### src/rtl/multi_pulse_gen_pkg.sv
// Shared mode encodings, channel state type and pulse qualification helper
// for the multi-channel debounced edge-to-pulse block.
package multi_pulse_pkg;

   localparam logic [1:0] MODE_RISE = 2'b00;
   localparam logic [1:0] MODE_FALL = 2'b01;
   localparam logic [1:0] MODE_BOTH = 2'b10;
   localparam logic [1:0] MODE_OFF  = 2'b11;

   typedef enum logic [1:0] {
      LOW    = 2'b00,
      DEB_UP = 2'b01,
      HIGH   = 2'b10,
      DEB_DN = 2'b11
   } chan_state_t;

   // True when a flip in the given direction should produce a pulse.
   function automatic logic mode_hit(input logic [1:0] mode, input logic rising);
      case (mode)
         MODE_RISE: return rising;
         MODE_FALL: return !rising;
         MODE_BOTH: return 1'b1;
         default:   return 1'b0;
      endcase
   endfunction

   function automatic logic mode_repeats(input logic [1:0] mode);
      return (mode == MODE_RISE) || (mode == MODE_BOTH);
   endfunction

endpackage

### src/rtl/multi_pulse_gen_pulse_chan.sv
// One channel: 2-FF synchroniser, debounce FSM, edge qualification and
// optional auto-repeat (compiled in with MULTI_PULSE_AUTO_REPEAT_EN).
module pulse_chan
   import multi_pulse_pkg::*;
#(
   parameter int DEB_CYCLES    = 16,
   parameter int REPEAT_DELAY  = 1000,
   parameter int REPEAT_PERIOD = 200
) (
   input  logic       clk,
   input  logic       rst,
   input  logic       in_trig,
   input  logic [1:0] edge_mode,
   output logic       deb_level,
   output logic       out_pulse
);

   localparam int            CW       = $clog2(DEB_CYCLES + 1);
   localparam logic [CW-1:0] CNT_LAST = CW'(DEB_CYCLES - 1);

   logic          s1, s2;
   chan_state_t   state;
   logic [CW-1:0] cnt;
   logic          stable, cnt_done, flip, edge_hit, rep_hit;

   assign stable   = (state == HIGH) || (state == DEB_DN);
   assign cnt_done = (cnt == CNT_LAST);
   assign flip     = (s2 != stable) && cnt_done;
   // Direction is the opposite of the current stable level; mode is sampled now.
   assign edge_hit = flip && mode_hit(edge_mode, !stable);

   always_ff @(posedge clk) begin
      if (rst) begin
         s1        <= 1'b0;
         s2        <= 1'b0;
         state     <= LOW;
         cnt       <= '0;
         deb_level <= 1'b0;
         out_pulse <= 1'b0;
      end else begin
         s1        <= in_trig;
         s2        <= s1;
         out_pulse <= edge_hit | rep_hit;
         case (state)
            LOW, DEB_UP: begin
               if (!s2) begin
                  state <= LOW;
                  cnt   <= '0;
               end else if (cnt_done) begin
                  state     <= HIGH;
                  cnt       <= '0;
                  deb_level <= 1'b1;
               end else begin
                  state <= DEB_UP;
                  cnt   <= cnt + 1'b1;
               end
            end
            HIGH, DEB_DN: begin
               if (s2) begin
                  state <= HIGH;
                  cnt   <= '0;
               end else if (cnt_done) begin
                  state     <= LOW;
                  cnt       <= '0;
                  deb_level <= 1'b0;
               end else begin
                  state <= DEB_DN;
                  cnt   <= cnt + 1'b1;
               end
            end
            default: begin
               state     <= LOW;
               cnt       <= '0;
               deb_level <= 1'b0;
            end
         endcase
      end
   end

`ifdef MULTI_PULSE_AUTO_REPEAT_EN
   localparam int RMAX = (REPEAT_DELAY > REPEAT_PERIOD) ? REPEAT_DELAY : REPEAT_PERIOD;
   localparam int RW   = $clog2(RMAX + 1);

   logic [RW-1:0] rep_cnt, rep_target;
   logic          rep_first, rep_active, rep_mode_ok, rise_flip, fall_flip;

   assign rise_flip   = flip && !stable;
   assign fall_flip   = flip && stable;
   assign rep_mode_ok = mode_repeats(edge_mode);
   assign rep_target  = rep_first ? RW'(REPEAT_DELAY - 1) : RW'(REPEAT_PERIOD - 1);
   // Fall flip or a non-repeating mode kills a repeat due on this very edge.
   assign rep_hit     = rep_active && rep_mode_ok && !fall_flip && (rep_cnt == rep_target);

   always_ff @(posedge clk) begin
      if (rst) begin
         rep_cnt    <= '0;
         rep_first  <= 1'b1;
         rep_active <= 1'b0;
      end else if (rise_flip) begin
         rep_cnt    <= '0;
         rep_first  <= 1'b1;
         rep_active <= rep_mode_ok;
      end else if (!rep_mode_ok || fall_flip) begin
         rep_cnt    <= '0;
         rep_first  <= 1'b1;
         rep_active <= 1'b0;
      end else if (rep_active) begin
         if (rep_cnt == rep_target) begin
            rep_cnt   <= '0;
            rep_first <= 1'b0;
         end else begin
            rep_cnt <= rep_cnt + 1'b1;
         end
      end
   end
`else
   assign rep_hit = 1'b0;
   // Repeat timing only matters when auto-repeat is compiled in.
   if (REPEAT_DELAY < 1 || REPEAT_PERIOD < 1) begin : g_rep_cfg_unused
   end
`endif

endmodule

### src/rtl/multi_pulse_gen.sv
// N independent debounced edge-to-pulse channels for pushbutton/switch inputs.
// Optional auto-repeat on held inputs: define MULTI_PULSE_AUTO_REPEAT_EN.
module multi_pulse_gen
   import multi_pulse_pkg::*;
#(
   parameter int N             = 4,
   parameter int DEB_CYCLES    = 16,
   parameter int REPEAT_DELAY  = 1000,
   parameter int REPEAT_PERIOD = 200
) (
   input  logic           clk,
   input  logic           rst,
   input  logic [N-1:0]   in_trig,
   input  logic [2*N-1:0] edge_mode,
   output logic [N-1:0]   deb_level,
   output logic [N-1:0]   out_pulse
);

   for (genvar i = 0; i < N; i++) begin : g_chan
      pulse_chan #(
         .DEB_CYCLES   (DEB_CYCLES),
         .REPEAT_DELAY (REPEAT_DELAY),
         .REPEAT_PERIOD(REPEAT_PERIOD)
      ) u_chan (
         .clk      (clk),
         .rst      (rst),
         .in_trig  (in_trig[i]),
         .edge_mode(edge_mode[2*i+1:2*i]),
         .deb_level(deb_level[i]),
         .out_pulse(out_pulse[i])
      );
   end

endmodule

### config.mk
export PLATFORM = sky130hd
export DESIGN_NAME = multi_pulse_gen
export DESIGN_NICKNAME = d
export VERILOG_FILES = /design/src/rtl/multi_pulse_gen_pkg.sv /design/src/rtl/multi_pulse_gen_pulse_chan.sv /design/src/rtl/multi_pulse_gen.sv
export SDC_FILE = /design/constraint.sdc
export NUM_CORES = 1
export LEC_CHECK = 0
export BUFFER_PORTS_ARGS = -buffer_cell sky130_fd_sc_hd__buf_4
export CAP_MARGIN = 20
export CORE_MARGIN = 2
export CORE_UTILIZATION = 40
export DETAILED_ROUTE_END_ITERATION = 10
export HOLD_SLACK_MARGIN = 0.05
export PLACE_DENSITY = 0.65
export SYNTH_ARGS = -nofsm -noshare
export SYNTH_HDL_FRONTEND = slang
export SYNTH_SLANG_ARGS = --single-unit
export TNS_END_PERCENT = 5
### constraint.sdc
create_clock -name clk -period 1.6 [get_ports clk]
set_clock_uncertainty 0.05 [all_clocks]
set_input_delay 0.08 -clock clk [delete_from_list [all_inputs] [get_ports clk]]
set_output_delay 0.08 -clock clk [all_outputs]
set_load 0.02 [all_outputs]
# After elaboration in Yosys (flattened, before gate mapping)
# Cells that the tools add are included.
# op_classes
n_eq_ne	44
n_mux	60
n_addsub	4
reduce_logical	36
# ops
cell	count
2-to-1 mux 5 bit	12
one-hot mux 5 bit (2 select lines)	4
2-to-1 mux 2 bit	16
== test 2 bit, second input constant	12
inequality test 2 x 1 -> 1 bit, second input constant	12
adder 5 x 1 -> 5 bit, second input constant	4
== test 5 x 4 -> 1 bit, second input constant	4
== test 2 x 1 -> 1 bit, second input constant	8
zero test 2 bit	8
2-to-1 mux 1 bit	16
one-hot mux 2 bit (2 select lines)	4
AND reduction 4 bit	4
OR reduction 2 bit	8
one-hot mux 1 bit (3 select lines)	4
logical AND 1 bit	8
inequality test 2 bit, second input constant	4
one-hot mux 1 bit (2 select lines)	4
zero test 1 bit	4
logical OR 1 bit	4
inequality test 1 bit	4
# totals
reg_bits	44
inputBits	14
elab_cells	168

# Depth between registers and ports, before layout
# Gate-level depths: netlist (run 1).
# logic_depth
word_depth	5
mapped_depth	5

# Hierarchy
# From an unflattened synthesis (run 1), not the netlist that was laid out.
# hier_totals
cells_unflattened	150
hier_area_um2	1536.5
# modules_own_cells
mod	instances	cells_each	area_per_inst_um2
pulse_chan (g_chan[0].u_chan ...)	3	37	384.1
pulse_chan (g_chan[1].u_chan)	1	39	384.1

# Least setup slack after synthesis (run 1)
# Ideal clock, no wire load.
# synth_path
path_type	register to register
from	reg g_chan[1].u_chan.cnt[0]
to	reg g_chan[1].u_chan.deb_level
setup_time_ns	0.091
period_less_slack_ns	1.251
n_path_buf	1
path_slack_ns	0.349
path_stages_with_launch	6
t_required_ns	1.459
t_arrival_ns	1.110
cell_sequence	dfxtp_1 ha_1 and4b_1 buf_6 a31oi_1 a311oi_1
# synth_via
elab_chain_len	3
# synth_rtl
element	line_no	rtl
start: declaration	multi_pulse_gen_pulse_chan.sv:23	logic [CW-1:0] cnt;
start signal: assignment	multi_pulse_gen_pulse_chan.sv:55	cnt <= cnt + 1'b1;
start signal: assignment	multi_pulse_gen_pulse_chan.sv:68	cnt <= cnt + 1'b1;
== test 5 x 4 -> 1 bit *	multi_pulse_gen_pulse_chan.sv:27	assign cnt_done = (cnt == CNT_LAST);
inequality test 2 x 1 -> 1 bit (no line)	-	
AND reduction 4 bit (no line) *	-	
end signal: assignment	multi_pulse_gen_pulse_chan.sv:38	deb_level <= 1'b0;
end signal: assignment	multi_pulse_gen_pulse_chan.sv:52	deb_level <= 1'b1;
end signal: assignment	multi_pulse_gen_pulse_chan.sv:65	deb_level <= 1'b0;
end: declaration	multi_pulse_gen_pulse_chan.sv:14	output logic deb_level,
# Mark *: on every way between the ends. The rest lies on a longest branch, timed or not.
# A chain may end at the register's enable or synchronous reset.

# Final worst setup path (run 1)
# layout_path
from	reg g_chan[2].u_chan.cnt[0]
to	reg g_chan[2].u_chan.deb_level
# layout_via
elab_chain_len	3
# layout_rtl
element	line_no
start: declaration	multi_pulse_gen_pulse_chan.sv:23
start signal: assignment	multi_pulse_gen_pulse_chan.sv:55
start signal: assignment	multi_pulse_gen_pulse_chan.sv:68
== test 5 x 4 -> 1 bit *	multi_pulse_gen_pulse_chan.sv:27
inequality test 2 x 1 -> 1 bit (no line)	-
AND reduction 4 bit (no line) *	-
end signal: assignment	multi_pulse_gen_pulse_chan.sv:38
end signal: assignment	multi_pulse_gen_pulse_chan.sv:52
end signal: assignment	multi_pulse_gen_pulse_chan.sv:65
end: declaration	multi_pulse_gen_pulse_chan.sv:14
# Marked as above.

==> results of run 1 <==
-- stage by stage --
stage                     power, W  setup slack, ns
after floorplan            0.00107            0.349
after global placement     0.00110            0.255
after detailed placement   0.00110            0.211
after CTS                  0.00190            0.200
after global routing       0.00197           0.0628
final                      0.00187            0.207
-- cell usage after synthesis --
library cell and n:
nor3_2 1, xnor2_1 10, nand3_1 8, nand4b_1 1, inv_1 7, nand2b_1 4, xor2_1 6, dfxtp_1 40
clkbuf_1 6, nor4_1 1, mux2i_1 3, a31oi_1 4, nor2b_1 11, and2_1 2, a311oi_1 4, buf_6 1
nor3_1 8, buf_4 10, nand2_1 6, and4b_4 1, and4b_1 6, a21oi_1 1, nor4b_1 1, ha_1 8
nor2_1 12
-- final cells by class --
| cell class | instances | area share, % |
|---|---|---|
| sequential | 40 | 42.1 |
| clock inverter | 2 | 1.84 |
| inverter | 7 | 1.38 |
| timing repair buffer | 26 | 10.9 |
| tap | 50 | 3.29 |
| clock buffer | 6 | 3.82 |
| multi-input combinational | 98 | 36.6 |
-- flip-flops by register name (all words and copies together) (netlist names) --
signal / flops
g_chan.u_chan.out_pulse: 4
g_chan.u_chan.state: 4
g_chan.u_chan.s1: 4
g_chan.u_chan.cnt: 20
g_chan.u_chan.deb_level: 4
g_chan.u_chan.s2: 4
-- cell usage in the layout, fill, tap and decap left out, types with 2 or more instances in the layout --
master         instances
mux2i_1                3
nor3_1                 8
xnor2_1               10
clkbuf_8               5
inv_1                  7
nand2_1                6
a31oi_1                4
and2_1                 2
and4b_1                6
xor2_1                 6
a311oi_1               4
dlygate4sd3_1          5
nand2b_1               4
nand3_1                8
buf_4                 21
nor2_1                12
nor2b_1               11
dfxtp_1               40
ha_1                   8
-- path summary, 6_finish.rpt --
| path | endpoint | slack [ns] | depth (start not counted) |
|---|---|---|---|
| setup / recovery | g_chan[2].u_chan.deb_level | 0.21 | 4 |
| hold / removal | g_chan[3].u_chan.out_pulse | 0.08 | 3 |
| hold reg to reg | g_chan[3].u_chan.cnt[4] | 0.38 | 2 |
| setup reg to reg | g_chan[2].u_chan.deb_level | 0.21 | 4 |
-- kinds of logic after synthesis --
logic type	count (synthesis)	share of synthesized area (%)
compound gates	9	3.98
xor+xnor	16	8.58
fa+ha+maj	8	6.13
buf+inv	24	8.28
flops	40	49.0
mux	3	1.84
simple gates	62	22.1
-- power by group through the flow --
| stage | clock (W) | sequential (W) | combinational [W] |
|---|---|---|---|
| floorplan | 0 | 0.00104 | 0.0000293 |
| CTS | 0.000815 | 0.00102 | 0.0000713 |
| global placement | 0 | 0.00104 | 0.0000591 |
| detailed placement | 0 | 0.00104 | 0.0000617 |
| global route | 0.000876 | 0.00102 | 0.0000779 |
| finish | 0.000788 | 0.00102 | 0.0000711 |
-- timing repair --
| item | 4_1_cts | 5_1_grt |
|---|---|---|
| setup endpoints to repair | 0 | 0 |
| hold buffers | 5 | 0 |
| hold endpoints to repair | 5 | 0 |
-- layer usage --
layer	vias up	track usage (%)	part of all wire [%]
met1	518	13.9	47
met2	19	22.3	48
met3	4	4.93	3.6
met4	0	6.00	1.3
met5	-	0	0
li1	567	-	-
-- critical path, stage by stage, from the launching register on --
cell and delay, ns:
dfxtp_1 0.36, ha_1 0.21, and4b_1 0.33, a31oi_1 0.12, a311oi_1 0.24
==> flow_summary.yaml, run 1 <==
timing:
  fin_setup_tns_ns: 0
  final-max-slew-violation-count: 0
  relSlewSlack_pct: 73.7
  final-hold-violation-count: 0
  finalCritPeriodShare_pct: 87.1
  rsz0062_at_grt: "no"
  setup_viol: 0
  hold_ws_ns: 0.0845
  min_period_ns: 1.39
  tightest_slew_ns: 0.391
  max_freq_ghz: 0.718
pwr:
  seqPwrFrac_pct: 54.2
  p_clk_share_pct: 42.0
  share_comb_of_total_power_pct: 3.8
  power_switching_w: 0.000361
  p_int_w: 0.00151
  swShare_pct: 19.3
  pwr_density_cell_nw_per_um2: 986
  p_leak_nw: 0.756
  vdd_drop_max_mv: 0.584
floorplan:
  pin_count: 22
  core_um2: 3970
  die_height_um: 67.9
  dieArea_um2: 4610
  start_util_pct: 41.1
  die_w_um: 67.9
  fp-row-count: 23
hold_path:
  hp-class: "primary input to flop"
  hp-start: "edge_mode[6]"
finish:
  fin_nets: 200
  regArea_um2: 801
  area_growth_pct: 16.5
  drive_gt1_share_pct: 16.8
  final_cell_area_um2: 1900
  fin_cells: 229
  multiInputGateArea_um2: 697
  final.fill_count: 375
  diodes: 0
  post-route-util_pct: 47.9
grt:
  antenna_found_initial: 0
  grtUsageTotal_pct: 12.9
  grt_max_degree: 28
  grt_pass1_vias: 1059
  grt_pass1_wl_um: 4380
  grt-ovfl-total: 0
status:
  status: "finished clean"
setup_path:
  cp.required_ns: 1.74
  critPathMaxFanout: 6
  end_kind: "flop"
  startpoint: "g_chan[2].u_chan.cnt[0]"
  worstPathArrival_ns: 1.53
  rr_startpoint: "g_chan[2].u_chan.cnt[0]"
  critPathLaunchType: "flop"
  critPathKind: "flop to flop"
drt:
  wl_um: 2610
  drt_first_iter_violations: 41
  final_antenna_net_count: 0
  via_count: 1108
  wire_per_inst_um: 11.4
  dr.pass1.iters: 4
  drc_errors: 0
  vias_per_cell: 4.84
clock_tree:
  cts_root_buf: "clkbuf_8"
  htree_levels: 2
  clock-sinks: 40
  cts-resized-gates: 0
  clkTransAtPathRegs_ns: 0.08
  cts_buffers: 5
  clkLatencyLatePin_ns: 0.28
  cts_buffer_depth: 2
  post_cts_buffers: 0
  cts_tree: "built"
logic_synthesis:
  synth_area_per_cell_um2: 10.1
  yosys_warnings: 0
  synth_top_area_share_pct: 49.0
  ys_ff_latch: 40
  netlist_instances: 162
  yosysUniqueCellTypes: 25
  yosysSeqAreaShare_pct: 49.0
  synth_area_leader_cell: "dfxtp_1"
  synth_area_um2: 1630
  ys_top_cells_by_area: "dfxtp_1, ha_1, xnor2_1"
  syn-num-nets: 184
placement:
  dp_hpwl_um: 1880
  gp_congestion: 0.731
  portBuffers: 21
  placed_cell_area_um2: 1740
  dp_cells: 216
flow_run:
  maxCapViolCount: 0
Power figures use the tool's default switching activity.
==> run 2: changes to the inputs <==
Clock period 1.6 ns to 1.4 ns, I/O delays scaled along.
==> run 2 against run 1 <==
Against the previous run: clock power up 28%; fmax up 3.3%; sequential share of layout area down 1.3 points; die area unchanged; total power up 20%; sequential power up 14%; cell count up 1.3%; largest cell class unchanged.
==> flow_summary.yaml, run 2 (same netlist as run 1, synthesis figures left out) <==
setup_path:
  cp.required_ns: 1.55
  critPathKind: "flop to flop"
  critPathTopFamily: "flip-flops"
  critPathMaxFanout: 5
  critPathMaxStageDelay_ns: 0.40
  crit_buf_inv: 0
  critPathLaunchType: "flop"
  end_kind: "flop"
  critPathSlowestCell: "dfxtp_1"
  worstPathCellList: "ha_4 > and4b_4 > a31oi_1 > a311oi_1"
  worstPathArrival_ns: 1.50
finish:
  fin_nets: 203
  layout_commonest_cell: "dfxtp_1"
  diodes: 0
  largest_reg_flops: 20
  area_growth_pct: 20.7
  final_cell_mix: "dfxtp_1, buf_4, nor2_1"
  top_register: "g_chan.u_chan.cnt"
  drive_gt1_share_pct: 24.2
clock_tree:
  cts_tree: "built"
  cts_buffers: 5
  clkTransAtPathRegs_ns: 0.07
  cts_buffer_depth: 2
  cts_root_buf: "clkbuf_8"
  htree_levels: 2
  clkLatencyLatePin_ns: 0.29
  clock-sinks: 40
placement:
  portBuffers: 21
  dp_hpwl_um: 1880
  gp_congestion: 0.731
  dp_worst_setup_slack_ns: 0.0115
pwr:
  pwr_density_cell_nw_per_um2: 1140
  p_leak_nw: 0.771
  vdd_drop_max_mv: 0.593
timing:
  rsz0062_at_grt: "no"
  relSlewSlack_pct: 72.4
  setup_viol: 0
  max_freq_ghz: 0.741
  final-max-slew-violation-count: 0
  hold_ws_ns: 0.0746
  min_period_ns: 1.35
  tightest_slew_ns: 0.411
  fin_setup_tns_ns: 0
  final-hold-violation-count: 0
  fin_ws_ns: 0.0512
  finalCritPeriodShare_pct: 96.3
floorplan:
  pin_count: 22
  dieArea_um2: 4610
  start_util_pct: 41.1
  core_um2: 3970
  fp-row-count: 23
  die_height_um: 67.9
  die_w_um: 67.9
grt:
  grt_pass1_vias: 1107
  antenna_found_initial: 0
  grt_pass1_wl_um: 4620
  grtUsageTotal_pct: 13.9
  grt-ovfl-total: 0
  grt_max_degree: 28
drt:
  dr.pass1.iters: 4
  wl_um: 2860
  wire_per_inst_um: 12.3
  via_count: 1149
  drt_first_iter_violations: 42
  drc_errors: 0
  vias_per_cell: 4.95
  final_antenna_net_count: 0
status:
  status: "finished clean"
hold_path:
  hp-class: "primary input to flop"
flow_run:
  maxCapViolCount: 0
run 2: cell types whose count changed in the layout (fill, tap and decap cells not counted), moves of 2 or more:
cell	previous run	this run
and4b_1	6	3
and4b_2	0	3
buf_4	21	24
clkbuf_8	5	7
dfxtp_1	40	37
dfxtp_2	0	3
ha_1	8	4
ha_2	0	3
run 2: final timing paths:
check | slack (ns) | cells past startpoint | startpoint | to
worst min-delay path | 0.07 | 3 | edge_mode[2] | g_chan[1].u_chan.out_pulse
worst min register to register | 0.38 | 1 | g_chan[3].u_chan.cnt[0] | g_chan[3].u_chan.cnt[0]
worst max-delay path | 0.05 | 4 | g_chan[0].u_chan.cnt[0] | g_chan[0].u_chan.deb_level
worst max register to register | 0.05 | 4 | g_chan[0].u_chan.cnt[0] | g_chan[0].u_chan.deb_level
run 2: what timing repair did:
action,CTS,global route
hold buffers,5,0
setup endpoints to repair,1,6
resized for setup,1,10
setup buffers,0,3
hold endpoints to repair,5,0
pin swaps,0,2
run 2: per-layer routing:
layer,wire length (µm),track usage (%),vias up
met3,143,5.10,5
met2,1450,24.8,25
met1,1220,14.3,549
li1,-,-,570
met4,51,6.75,0
met5,0,0,-
run 2: per-stage QoR:
stage | cells | utilization (%) | power (W) | instance area (µm²)
floorplan | 162 | - | 0.00122 | 1630
global placement | 216 | 43.9 | 0.00125 | 1740
detailed placement | 216 | 43.9 | 0.00126 | 1740
CTS | 229 | 48.4 | 0.00228 | 1920
global route | 232 | 49.6 | 0.00235 | 1970
finish | 232 | 49.6 | 0.00225 | 1970
run 2: area by class of cell:
cell class	count	area [µm²]
clock buffers	7	96.3
clock inverters	1	30.0
fillers	376	2000
inverters	7	26.3
multi-input cells	98	721
flip-flops and latches	40	805
well taps	50	62.6
repair buffers	29	230
run 2: power breakdown:
group | switching [W] | internal [W]
logic | 0.0000316 | 0.0000506
clock network | 0.000380 | 0.000629
registers | 0.00000986 | 0.00115
total | 0.000422 | 0.00183
run 2: tightest hold or removal path, delay by kind of cell:
| family | cells | cell delay [ns] |
|---|---|---|
| simple gates | 1 | 0.16 |
| buf+inv | 1 | 0.08 |
| xor+xnor | 1 | 0.06 |
